--- config.mk ---
export PLATFORM = sky130hd
export DESIGN_NAME = imem_fetch_responder
export DESIGN_NICKNAME = d
export VERILOG_FILES = /design/src/rtl/imem_fetch_responder_pkg.sv /design/src/rtl/imem_fetch_responder_store.sv /design/src/rtl/imem_fetch_responder.sv
export SDC_FILE = /design/constraint.sdc
export NUM_CORES = 1
export LEC_CHECK = 0
export ABC_AREA = 1
export CORE_MARGIN = 2
export CORE_UTILIZATION = 45
export DETAILED_ROUTE_END_ITERATION = 12
export PLACE_DENSITY = 0.64
export SYNTH_ARGS = -nofsm -noshare
export SYNTH_HDL_FRONTEND = slang
export SYNTH_SLANG_ARGS = --single-unit
export TNS_END_PERCENT = 10
--- constraint.sdc ---
create_clock -name clk_i -period 2.2 [get_ports clk_i]
set_input_delay 0.33 -clock clk_i [delete_from_list [all_inputs] [get_ports clk_i]]
set_output_delay 0.33 -clock clk_i [all_outputs]
set_load 0.01 [all_outputs]
--- src/rtl/imem_fetch_responder_pkg.sv ---
// Shared types and constants for the instruction-fetch responder.
// Holds the FSM encoding, word width and the default store depth.
package imem_fetch_responder_pkg;

    localparam int WORD_W     = 32;
    localparam int IMEM_DEPTH = 16;
    localparam int LAT_W      = 4;

    typedef enum logic [1:0] {
        ST_IDLE = 2'd0,
        ST_WAIT = 2'd1,
        ST_RESP = 2'd2
    } fetch_state_e;

    // Full 32-bit compare so high PC bits never alias onto low store words.
    function automatic logic addr_out_of_range(input logic [WORD_W-1:0] addr,
                                               input int unsigned       depth);
        return addr >= depth;
    endfunction

endpackage

--- src/rtl/imem_fetch_responder_store.sv ---
// Single-read/single-write synchronous instruction word array.
// Reads return the word held before any same-edge write.
module imem_fetch_responder_store
    import imem_fetch_responder_pkg::*;
#(
    parameter  int DEPTH = IMEM_DEPTH,
    localparam int AW    = $clog2(DEPTH)
) (
    input  logic              clk_i,
    input  logic              we_i,
    input  logic [AW-1:0]     waddr_i,
    input  logic [WORD_W-1:0] wdata_i,
    input  logic              re_i,
    input  logic [AW-1:0]     raddr_i,
    output logic [WORD_W-1:0] rdata_o
);

    logic [WORD_W-1:0] mem_q [DEPTH];
    logic [WORD_W-1:0] rdata_q;

    // Program contents survive reset, so the array has no reset branch.
    always_ff @(posedge clk_i) begin
        if (we_i) begin
            mem_q[waddr_i] <= wdata_i;
        end
        if (re_i) begin
            rdata_q <= mem_q[raddr_i];
        end
    end

    assign rdata_o = rdata_q;

endmodule

--- src/rtl/imem_fetch_responder.sv ---
// Instruction-fetch responder: accepts core fetch requests, serves words from
// a local store after a fixed latency, and counts acknowledged fetches.
//
//   state | meaning
//   IDLE  | waiting for fetch_req; accepts and reads the store
//   WAIT  | latency countdown, request inputs ignored
//   RESP  | one-cycle ack with data/err, count increments
module imem_fetch_responder
    import imem_fetch_responder_pkg::*;
#(
    parameter  int DEPTH   = IMEM_DEPTH,
    parameter  int LATENCY = 2,
    parameter  int CNT_W   = 16,
    localparam int AW      = $clog2(DEPTH)
) (
    input  logic              clk_i,
    input  logic              rst_ni,
    input  logic              fetch_req_i,
    input  logic [WORD_W-1:0] fetch_addr_i,
    output logic              fetch_ack_o,
    output logic [WORD_W-1:0] fetch_data_o,
    output logic              fetch_err_o,
    output logic              busy_o,
    input  logic              load_we_i,
    input  logic [AW-1:0]     load_addr_i,
    input  logic [WORD_W-1:0] load_data_i,
    output logic [CNT_W-1:0]  fetch_count_o
);

    localparam logic [LAT_W-1:0] LAT_LOAD = LAT_W'(LATENCY - 1);
    localparam logic [LAT_W-1:0] LAT_ONE  = LAT_W'(1);
    localparam fetch_state_e     FIRST_ST = (LATENCY > 1) ? ST_WAIT : ST_RESP;

    fetch_state_e      state_q, state_d;
    logic [LAT_W-1:0]  lat_q, lat_d;
    logic              oor_q, oor_d;
    logic [WORD_W-1:0] hold_q, hold_d;
    logic [CNT_W-1:0]  cnt_q, cnt_d;
    logic              accept;
    logic              in_resp;
    logic [WORD_W-1:0] store_rdata;
    logic [WORD_W-1:0] resp_word;

    imem_fetch_responder_store #(
        .DEPTH (DEPTH)
    ) u_store (
        .clk_i   (clk_i),
        .we_i    (load_we_i),
        .waddr_i (load_addr_i),
        .wdata_i (load_data_i),
        .re_i    (accept),
        .raddr_i (fetch_addr_i[AW-1:0]),
        .rdata_o (store_rdata)
    );

    always_comb begin
        state_d = state_q;
        lat_d   = lat_q;
        accept  = 1'b0;
        unique case (state_q)
            ST_IDLE: begin
                if (fetch_req_i) begin
                    accept  = 1'b1;
                    lat_d   = LAT_LOAD;
                    state_d = FIRST_ST;
                end
            end
            ST_WAIT: begin
                lat_d = lat_q - 1'b1;
                if (lat_q <= LAT_ONE) begin
                    state_d = ST_RESP;
                end
            end
            ST_RESP: begin
                state_d = ST_IDLE;
            end
            default: begin
                state_d = ST_IDLE;
            end
        endcase
    end

    assign in_resp   = (state_q == ST_RESP);
    assign resp_word = oor_q ? '0 : store_rdata;

    always_comb begin
        oor_d  = oor_q;
        hold_d = hold_q;
        cnt_d  = cnt_q;
        if (accept) begin
            oor_d = addr_out_of_range(fetch_addr_i, DEPTH);
        end
        // The store read register is not reset, so the idle output comes from
        // a separately reset copy of the last delivered word.
        if (in_resp) begin
            hold_d = resp_word;
            cnt_d  = cnt_q + 1'b1;
        end
    end

    always_ff @(posedge clk_i or negedge rst_ni) begin
        if (!rst_ni) begin
            state_q <= ST_IDLE;
            lat_q   <= '0;
            oor_q   <= 1'b0;
            hold_q  <= '0;
            cnt_q   <= '0;
        end else begin
            state_q <= state_d;
            lat_q   <= lat_d;
            oor_q   <= oor_d;
            hold_q  <= hold_d;
            cnt_q   <= cnt_d;
        end
    end

    assign fetch_ack_o   = in_resp;
    assign fetch_err_o   = in_resp & oor_q;
    assign fetch_data_o  = in_resp ? resp_word : hold_q;
    assign busy_o        = (state_q != ST_IDLE);
    assign fetch_count_o = cnt_q;

endmodule
==> Word-level counts from Yosys, hierarchy flattened <==
Memories as Yosys holds them, arrays and structs flattened. A register that Yosys moved wholly into a read port is not among the register bits.
Index checks and enable logic that the tools add are counted.
{ "op_classes": {"add_sub_neg": 2, "order_cmp": 2, "n_eq_ne": 4, "n_mux": 11, "n_bitwise": 1, "n_reduce_logical": 5} }
{ "op_table": {"columns": ["op", "count"], "rows": [
  ["two-way mux 32 bit", 2],
  ["greater-or-equal comparator 32 x 5 -> 1 bit, second input constant", 1],
  ["adder 16 x 1 -> 16 bit, second input constant", 1],
  ["one-hot mux 4 bit (2 select lines)", 1],
  ["less-or-equal comparator 4 x 1 -> 1 bit, second input constant", 1],
  ["two-way mux 1 bit", 4],
  ["two-way mux 2 bit", 2],
  ["two-way mux 4 bit", 1],
  ["inequality test 2 bit, second input constant", 2],
  ["one-hot mux 2 bit (2 select lines)", 1],
  ["AND reduction 2 bit", 2],
  ["nonzero test 2 bit", 2],
  ["subtractor 4 x 1 -> 4 bit, second input constant", 1],
  ["equality test 2 x 1 -> 1 bit, second input constant", 1],
  ["equality test 2 bit, second input constant", 1],
  ["zero test 2 bit", 1],
  ["bitwise AND 1 bit", 1]
]} }
{ "totals": {"regBits": 55, "ramBits": 512, "inputBits": 72, "output_inout_bits": 51, "word_cells": 31, "n_memories": 1} }
{ "mem_list": {"columns": ["name", "depth", "word_bits", "read_ports", "rd_clocked_by_memory_dff", "write_ports", "line", "text"], "rows": [
  ["u_store.mem_q", 16, 32, 1, 1, 1, "imem_fetch_responder_store.sv:18", "logic [WORD_W-1:0] mem_q [DEPTH];"]
]} }

==> Depth between registers and ports, before layout <==
Gate-level depths: netlist of the first run.
{ "logic_depth": {"word_depth": 3, "ltp_mapped": 10, "depth_no_buf": 8} }

==> Hierarchy <==
Synthesis of the first run repeated with hierarchy kept, for this count alone.
{ "hier_totals": {"hier_cells": 2416, "area_unflattened_um2": 25530.7} }
{ "by_module_without_submodules": {"columns": ["module", "n_inst", "cells_each", "area_per_inst_um2", "seq_area_each_um2"], "rows": [
  ["imem_fetch_responder_store", 1, 2120, 23050.9, 16335.7],
  ["imem_fetch_responder", 1, 296, 2479.9, 1376.3]
]} }

==> Worst setup path before layout of the first run <==
Ideal clock, no wire load.
{ "synth_timing": {"kind": "input to register", "startpoint": "in load_addr_i[2]", "endpoint": "mem u_store.mem_q[10][0] (enable)", "setup_time_ns": 0.421, "t_arrival_ns": 1.902, "required_time_ns": 1.779, "path_slack_ns": -0.123, "stages": 2, "n_path_buf": 0, "path_cell_list": "nand3b_1 > nor2_1"} }
{ "synth_rtl": {"columns": ["element", "line", "text"], "rows": [
  ["start: declaration", "imem_fetch_responder.sv:25", "input logic [AW-1:0] load_addr_i,"],
  ["end: declaration", "imem_fetch_responder_store.sv:18", null]
]} }
No word-level cell before the write port.

==> Worst setup path in the final report of the first run <==
{ "layout_timing": {"startpoint": "reg oor_q", "endpoint": "out fetch_data_o[19]"} }
{ "layout_via": {"elab_chain_cells": 2} }
{ "layout_rtl": {"columns": ["element", "line", "text"], "rows": [
  ["start: declaration", "imem_fetch_responder.sv:36", "logic oor_q, oor_d;"],
  ["start signal: assignment", "imem_fetch_responder.sv:111", "oor_q <= oor_d;"],
  ["two-way mux 32 bit", "imem_fetch_responder.sv:84", "assign resp_word = oor_q ? '0 : store_rdata;"],
  ["two-way mux 32 bit", null, null],
  ["end: declaration", "imem_fetch_responder.sv:21", "output logic [WORD_W-1:0] fetch_data_o,"]
]} }
No other way between the ends.

==> metrics.txt, run 1 <==
initial antenna violation count=3; Fin. Hold Viols=0; final instance area=0.0293 mm²; RePlAce Congestion=0.800; fin. max-slew vios=0; die area=0.0564 mm²; HP Class=in2async; RSZ-0062 raised after global routing=yes; crit path from=oor_q; post-DP HPWL=35600 µm; WP data required=1870 ps; Most used DFF post-synth=edfxtp_1; placed inst area=0.0272 mm²; r2r startpoint=fetch_count_o[0]; top cell type's share of synthesized area=0.665; clk_lat worst skew=640 ps; CTS Sinks=599; post-synth top area cell=edfxtp_1; DR vias/cell=5.27; VDD IR max=0.000692 V; CP Capture Point=fetch_data_o[19]; Slew HR=0.495; IO Count=123; clk slew on worst S/H paths=60 ps; CP cell instances=clkinv_1, bufbuf_16, nand2_1, o21ai_2, clkdlybuf4s15_2; layout cell share with drive strength beyond 1=0.119; synth warn=0; Worst Path Buf+Inv=3; Clock Skew=30.9 ps; largest net degree at the start of global routing=66; remaining antenna violation count after routing=0; Worst Reg-to-Reg Cells=7; CTS tree=yes; family with the most delay on the worst path=buffers and inverters; most common cell after layout, fill and taps aside=nand2_1; Crit Path Max Fanout=17; Synth Register Bits=599; fin crit share=0.994; critical path endpoint category=primary output; synthesized instance count=2191; WL/cell=19.6 µm; I/O Buffers=122; vias in the first global route=16000; register area share after synthesis=0.721; maximum buffer depth of the clock tree=3; Worst-Margin Slew=755 ps; die extent in x=238 µm; status=finished, final reports clean; first-pass GRT wire length=93200 µm; P&R area growth vs syn=19.1%; Initial DRC Count=1561; Synth area leaders=edfxtp_1 (67%), nand2_1 (12%), dfrtp_1 (5.6%), nand3_1 (5.2%), nor2_1 (2.7%); PwrDens=871 mW/mm²; Unique masters post-synth=28; most frequent cells in the layout=nand2_1 (762), edfxtp_1 (544), nand3_1 (255), nor2_1 (159), inv_1 (118); Worst Setup Path Type=reg2out; dpl cells=2983; Detailed Route WL=60900 µm; fmax=457 MHz; Mapped Area=0.0246 mm²; all-layer global routing usage=0.216; Crit path arrival time=1860 ps; Die Ht=238 µm; CTS root buffer=clkbuf_16; Post-Synthesis Mean Instance Area=11.2 µm²; core box area=0.0539 mm²; drt drc=0; Final Util=0.542; starting density of the core=0.455; Min Clock Period, post-route=2190 ps; H-tree depth=2; count of final setup violators=0; row cnt=85; Critical R2R Capture=fetch_count_o[10]; Num CTS Buffers=60; Detailed Routing Iterations Pass 1=5; Nets=2430; syn_nets=2266; nature of the critical path startpoint=flip-flop; Antenna Cells=0; grt ovf=0; Finished Layout Cells=3100; critical path's largest stage delay=360 ps; number of cells on the critical path=5; Async SR Flop Fraction=0.0918; CP max-delay cell=dfrtp_1; Via Count=16300; Post-synth EDFFs=544; P_leak=11.4 nW; FF-to-FF setup slack=760 ps; TNS Setup=0 ps; max-cap check violation count=0
-- metal layers --
| layer | GRT usage | vias up | wire, µm |
|---|---|---|---|
| li1 | - | 7713 | - |
| met1 | 0.300 | 7956 | 26600 |
| met2 | 0.349 | 582 | 28200 |
| met3 | 0.0459 | 87 | 4750 |
| met4 | 0.0516 | 0 | 1290 |
| met5 | 0 | - | 0 |
-- Yosys cell counts (5+ instances only) --
cell and number:
buf_1 20, buf_2 37, buf_4 12, buf_6 12, clkbuf_1 32, dfrtp_1 55
edfxtp_1 544, inv_1 121, nand2_1 763, nand3_1 255, nand4_1 5, nor2_1 175
o211ai_1 11, o21ai_0 76, o21ai_1 11, or2_2 29, xnor2_1 7, xor2_1 6
-- worst register-to-register path, delay by kind of cell, from the launching register on --
kind,cells,cell delay (ps)
xor gates and xnor gates,1,160
and+or+nand+nor,4,490
buffers and inverters,1,80
adders and majority gates,1,190
DFF,1,420
-- how the worst min path moves through the flow --
stage                     startpoint                to  depth (start not counted)
final                         rst_ni         hold_q[1]                          2
after global routing          rst_ni         hold_q[0]                          2
after CTS                     rst_ni         hold_q[1]                          2
after detailed placement      rst_ni         hold_q[1]                          1
after global placement        rst_ni         hold_q[1]                          1
after floorplan               rst_ni  fetch_count_o[0]                          0
-- metrics by stage --
step | hold slack [ps] | power, mW | worst slack (ps)
3_3_place_gp | 315 | 15.6 | 118
6_report | 197 | 25.5 | 12.2
2_1_floorplan | 34.4 | 14.5 | -123
3_5_place_dp | 319 | 15.6 | 85.8
4_1_cts | 196 | 25.6 | -231
5_1_grt | 221 | 26.4 | -103
-- cell families (layout without fill, tap and decap cells) --
family | after synthesis | in the layout | share of synthesized area
xor gates and xnor gates | 13 | 13 | 0.00464
buffers and inverters | 238 | 450 | 0.0438
DFF | 599 | 599 | 0.721
adders and majority gates | 3 | 3 | 0.00153
AOI/OAI and AO/OA | 104 | 104 | 0.0227
and+or+nand+nor | 1234 | 1235 | 0.206
-- cell type report --
| class | instances | area, µm² |
|---|---|---|
| Inverter | 124 | 482 |
| Clock inverter | 40 | 340 |
| Timing Repair Buffer | 215 | 2290 |
| Clock buffer | 71 | 1540 |
| Fill cell | 4492 | 24700 |
| Multi-Input combinational cell | 1355 | 6010 |
| Tap cell | 696 | 871 |
| Sequential cell | 599 | 17700 |
-- state kept, by name, indices dropped and copies added (netlist names) --
signal           flops
fetch_count_o       16
state_q              2
u_store.mem_q      512
lat_q                4
oor_q                1
hold_q              32
u_store.rdata_o     32
-- timing repair --
item / in CTS / in global routing
pin swaps: 1 / 0
resized for setup: 150 / 34
cloned: 3 / 1
endpoints found under the setup margin: 34 / 30
setup buffers: 1 / 0
hold buffers: 1 / 0
endpoints found under the hold margin: 18 / 0
-- power breakdown --
part	switching (mW)	internal (mW)	total (mW)	leakage (nW)
logic	1.61	0.890	2.50	4.77
registers	0.187	12.9	13.1	5.68
clock network	4.29	5.58	9.87	0.920
total	6.08	19.4	25.5	11.4
No activity file was read; power rests on OpenSTA's default activity.
==> run 2, diff against run 1 <==
- CORE_UTILIZATION: 45 -> 55
- PLACE_DENSITY: 0.64 -> 0.75
- SKIP_CTS_REPAIR_TIMING: not set -> 1
==> metrics.txt, run 2 (synthesis gave the netlist of run 1 again) <==
Die Ht=215 µm; VDD IR max=0.000533 V; placed inst area=0.0270 mm²; grt ovf=0; RePlAce Congestion=0.856; IO Count=123; Slew HR=0.448; hold slack=394 ps; CTS root buffer=clkbuf_16; Finished Layout Cells=2982; Fin. Hold Viols=0; CTS tree=yes; Place WS=122 ps; violated checks=negative setup slack; remaining antenna violation count after routing=0; Pwr Total=25.7 mW; Crit Path Max Fanout=25; crit path from=state_q[0]; Crit path arrival time=2150 ps; final instance area=0.0291 mm²; clk_lat worst skew=620 ps; DR vias/cell=5.59; Detailed Routing Iterations Pass 1=5; status=finished, violations left; WL/cell=20.0 µm; first-pass GRT wire length=91700 µm; maximum buffer depth of the clock tree=3; Worst Reg-to-Reg Cells=5; initial antenna violation count=1; Via Count=16700; HP Class=in2async; vias in the first global route=16400; Clock Skew=16.8 ps; P_leak=11.7 nW; fmax=404 MHz; die area=0.0463 mm²; largest register by flop count=u_store.mem_q; count of final setup violators=2; I/O Buffers=122; Min Clock Period, post-route=2480 ps; WP data required=1870 ps; Nets=2417; all-layer global routing usage=0.259; most frequent cells in the layout=nand2_1 (762), edfxtp_1 (544), nand3_1 (255), nor2_1 (159), inv_1 (120); RSZ-0062 raised after global routing=yes; PwrDens=885 mW/mm²; Worst-Margin Slew=825 ps; Worst Setup Path Type=reg2out; Detailed Route WL=59800 µm; nature of the critical path startpoint=flip-flop; Largest register FFs=512; drt drc=0; CTS Sinks=599; fillers=3113; fin crit share=1.13; core box area=0.0441 mm²; r2r startpoint=state_q[0]; Final WS setup=-278 ps; layout cell share with drive strength beyond 1=0.101; most common cell after layout, fill and taps aside=nand2_1; row cnt=77; critical path endpoint category=primary output; P&R area growth vs syn=18.5%; clk slew on worst S/H paths=60 ps; Antenna Cells=0; largest net degree at the start of global routing=66; Initial DRC Count=2572; dpl cells=2873; starting density of the core=0.556; max-cap check violation count=0; H-tree depth=2; Num CTS Buffers=57; fin. max-slew vios=0; post-DP HPWL=35600 µm; die extent in x=215 µm
==> run 2: cell count changes in the layout (fill, tap and decap cells not counted), moves of 5 or more <==
cell / previous run / this run
o21ai_1: 17 / 29
bufinv_16: 5 / 10
dlymetal6s2s_1: 1 / 25
buf_2: 22 / 4
o21ai_2: 26 / 8
o21ai_0: 44 / 50
clkinv_1: 21 / 6
clkdlybuf4s15_2: 8 / 0
==> run 2: per-layer routing <==
| metal | wire length (µm) | part of all wire | global-route usage | vias to the layer above |
|---|---|---|---|---|
| li1 | - | - | - | 7671 |
| met1 | 23900 | 0.40 | 0.363 | 7980 |
| met2 | 28000 | 0.47 | 0.409 | 891 |
| met3 | 6360 | 0.11 | 0.0558 | 126 |
| met4 | 1460 | 0.024 | 0.0818 | 0 |
| met5 | 0 | 0 | 0.00417 | - |
==> run 2: path summary, 6_finish.rpt <==
| check | end | slack, ps |
|---|---|---|
| worst max-delay path | fetch_data_o[24] | -280 |
| worst max register to register | u_store.rdata_o[24] | 700 |
| worst min-delay path | hold_q[3] | 390 |
| min in group clk_i | state_q[0] | 440 |
| max in group asynchronous | hold_q[20] | 1330 |
| worst min register to register | hold_q[3] | 460 |
==> run 2: cell type report <==
type	instances	area, µm²	area share
clock buffers	74	1530	0.0526
inverters	124	475	0.0163
repair buffers	206	2280	0.0785
multi-input cells	1354	5920	0.203
well taps	592	741	0.0254
clock inverters	33	442	0.0152
flip-flops and latches	599	17700	0.609
==> run 2: through the flow <==
stage	TNS, ps	util
after floorplan	-51360	-
after global placement	0	0.613
after detailed placement	0	0.613
after CTS	-13250	0.657
after global routing	-860	0.660
final	-420	0.660
==> run 2: worst max-delay path, cell delays in order, from the launching register on <==
cell,delay (ps)
dfrtp_1,380
inv_1,110
nand2_4,130
buf_12,190
o21ai_1,170
clkdlybuf4s50_1,560
==> run 2: where the power goes <==
part	total, mW	internal (mW)	switching (mW)
clock	10.3	6.09	4.20
combinational	2.38	0.829	1.56
sequential	13.1	12.9	0.169
total	25.7	19.8	5.92
==> run 3, diff against run 2 <==
- CORE_UTILIZATION: 55 -> 60
- PLACE_DENSITY: 0.75 -> 0.81
==> metrics.txt, run 3 (synthesis gave the netlist of run 1 again) <==
grt ovf=0; most common cell after layout, fill and taps aside=nand2_1; fin. max-slew vios=0; first-pass GRT wire length=91800 µm; nature of the critical path startpoint=flip-flop; initial antenna violation count=3; Slew HR=0.440; PwrDens=870 mW/mm²; Worst Setup Path Type=reg2out; HP Class=in2async; Die Ht=206 µm; Via Count=17000; clk slew on worst S/H paths=60 ps; fillers=2555; Worst-Margin Slew=837 ps; Worst Reg-to-Reg Cells=7; placed inst area=0.0270 mm²; final instance area=0.0289 mm²; FF/Latch Area=0.0177 mm²; CTS tree=yes; core box area=0.0406 mm²; VDD IR max=0.000680 V; fmax=469 MHz; all-layer global routing usage=0.287; RePlAce Congestion=0.823; fin crit share=0.968; WL/cell=20.8 µm; Nets=2408; most frequent cells in the layout=nand2_1 (762), edfxtp_1 (544), nand3_1 (255), nor2_1 (159), inv_1 (118); Critical R2R Capture=fetch_count_o[10]; max-cap check violation count=0; Min Clock Period, post-route=2130 ps; clk_lat worst skew=610 ps; P_leak=11.6 nW; CP cell instances=inv_2, nand2_2, clkbuf_16, o21ai_1, dlymetal6s2s_1; CTS Sinks=599; largest net degree at the start of global routing=70; FF-to-FF setup slack=730 ps; Final Util=0.711; row cnt=74; status=finished, final reports clean; die extent in x=206 µm; drt drc=0; remaining antenna violation count after routing=0; r2r startpoint=fetch_count_o[1]; critical path's largest stage delay=380 ps; Fin. Hold Viols=0; Finished Layout Cells=2912; IO Count=123; TNS Setup=0 ps; Crit Path Max Fanout=34; Initial DRC Count=2131; Largest register FFs=512; maximum buffer depth of the clock tree=3; RSZ-0062 raised after global routing=yes; vias in the first global route=16900; Num CTS Buffers=57; Worst Path Buf+Inv=3; dpl cells=2804; post-DP HPWL=35400 µm; family with the most delay on the worst path=buffers and inverters; Place WS=189 ps; Detailed Routing Iterations Pass 1=5; starting density of the core=0.604; Antenna Cells=0; die area=0.0426 mm²; P&R area growth vs syn=17.8%; I/O Buffers=122; Clock Skew=14.3 ps; Final WS setup=69.9 ps; count of final setup violators=0; CP max-delay cell=dfrtp_1; layout cell share with drive strength beyond 1=0.0962; H-tree depth=2; Crit path arrival time=1800 ps; WP data required=1870 ps; CTS root buffer=clkbuf_16; largest register by flop count=u_store.mem_q; Detailed Route WL=60500 µm; DR vias/cell=5.83; multi-input logic area=0.00590 mm²; critical path endpoint category=primary output
run 3: cell types whose count changed in the layout (fill, tap and decap cells not counted), moves of 3 or more:
cell	delta
clkbuf_1	-3
buf_4	-15
clkinv_2	+7
buf_12	+6
bufinv_16	-4
clkinv_4	-4
o21ai_1	+10
o21ai_2	-4
clkinv_1	+3
clkbuf_8	-4
o21ai_0	-6
run 3: worst reg2reg max path, stage by stage, from the launching register on:
cell,delay [ps]
dfrtp_1,440
ha_1,220
nand2_1,80
inv_1,80
nand2_1,50
nor2_1,240
nand2_1,110
xor2_1,150
run 3: worst max-delay path by stage:
stage | from | slack [ps] | cells after the start | to
finish | state_q[0] | 70 | 5 | fetch_data_o[29]
global route | state_q[0] | -30 | 5 | fetch_data_o[23]
CTS | state_q[0] | -460 | 5 | fetch_data_o[18]
detailed placement | state_q[0] | 190 | 5 | fetch_data_o[4]
global placement | state_q[0] | 250 | 5 | fetch_data_o[19]
floorplan | load_addr_i[2] | -120 | 2 | u_store.mem_q[10][0]
run 3: where the power goes:
part	switching, mW	internal (mW)
Clock	4.12	5.60
Combinational	1.55	0.789
Sequential	0.170	12.9
run 3: layout make-up:
| cell class | instances | area share |
|---|---|---|
| Clock buffer | 69 | 0.0524 |
| Tap cell | 532 | 0.0230 |
| Multi-Input combinational cell | 1354 | 0.204 |
| Timing Repair Buffer | 197 | 0.0794 |
| Sequential cell | 599 | 0.613 |
| Clock inverter | 37 | 0.0119 |
| Inverter | 124 | 0.0166 |
run 3: layer usage:
metal  global-route usage  vias to the layer above  share of wire
met1                0.378                     8102           0.37
met2                0.472                     1077           0.49
li1                     -                     7642              -
met3               0.0624                      148           0.11
met5                    0                        -        0.00028
met4                0.106                        2          0.029
run 3: stage by stage:
step           power, mW  hold WS [ps]
6_report            25.1           219
5_1_grt             25.9           256
4_1_cts             25.1          -326
3_5_place_dp        15.5           307
3_3_place_gp        15.4           305
2_1_floorplan       14.5          34.4
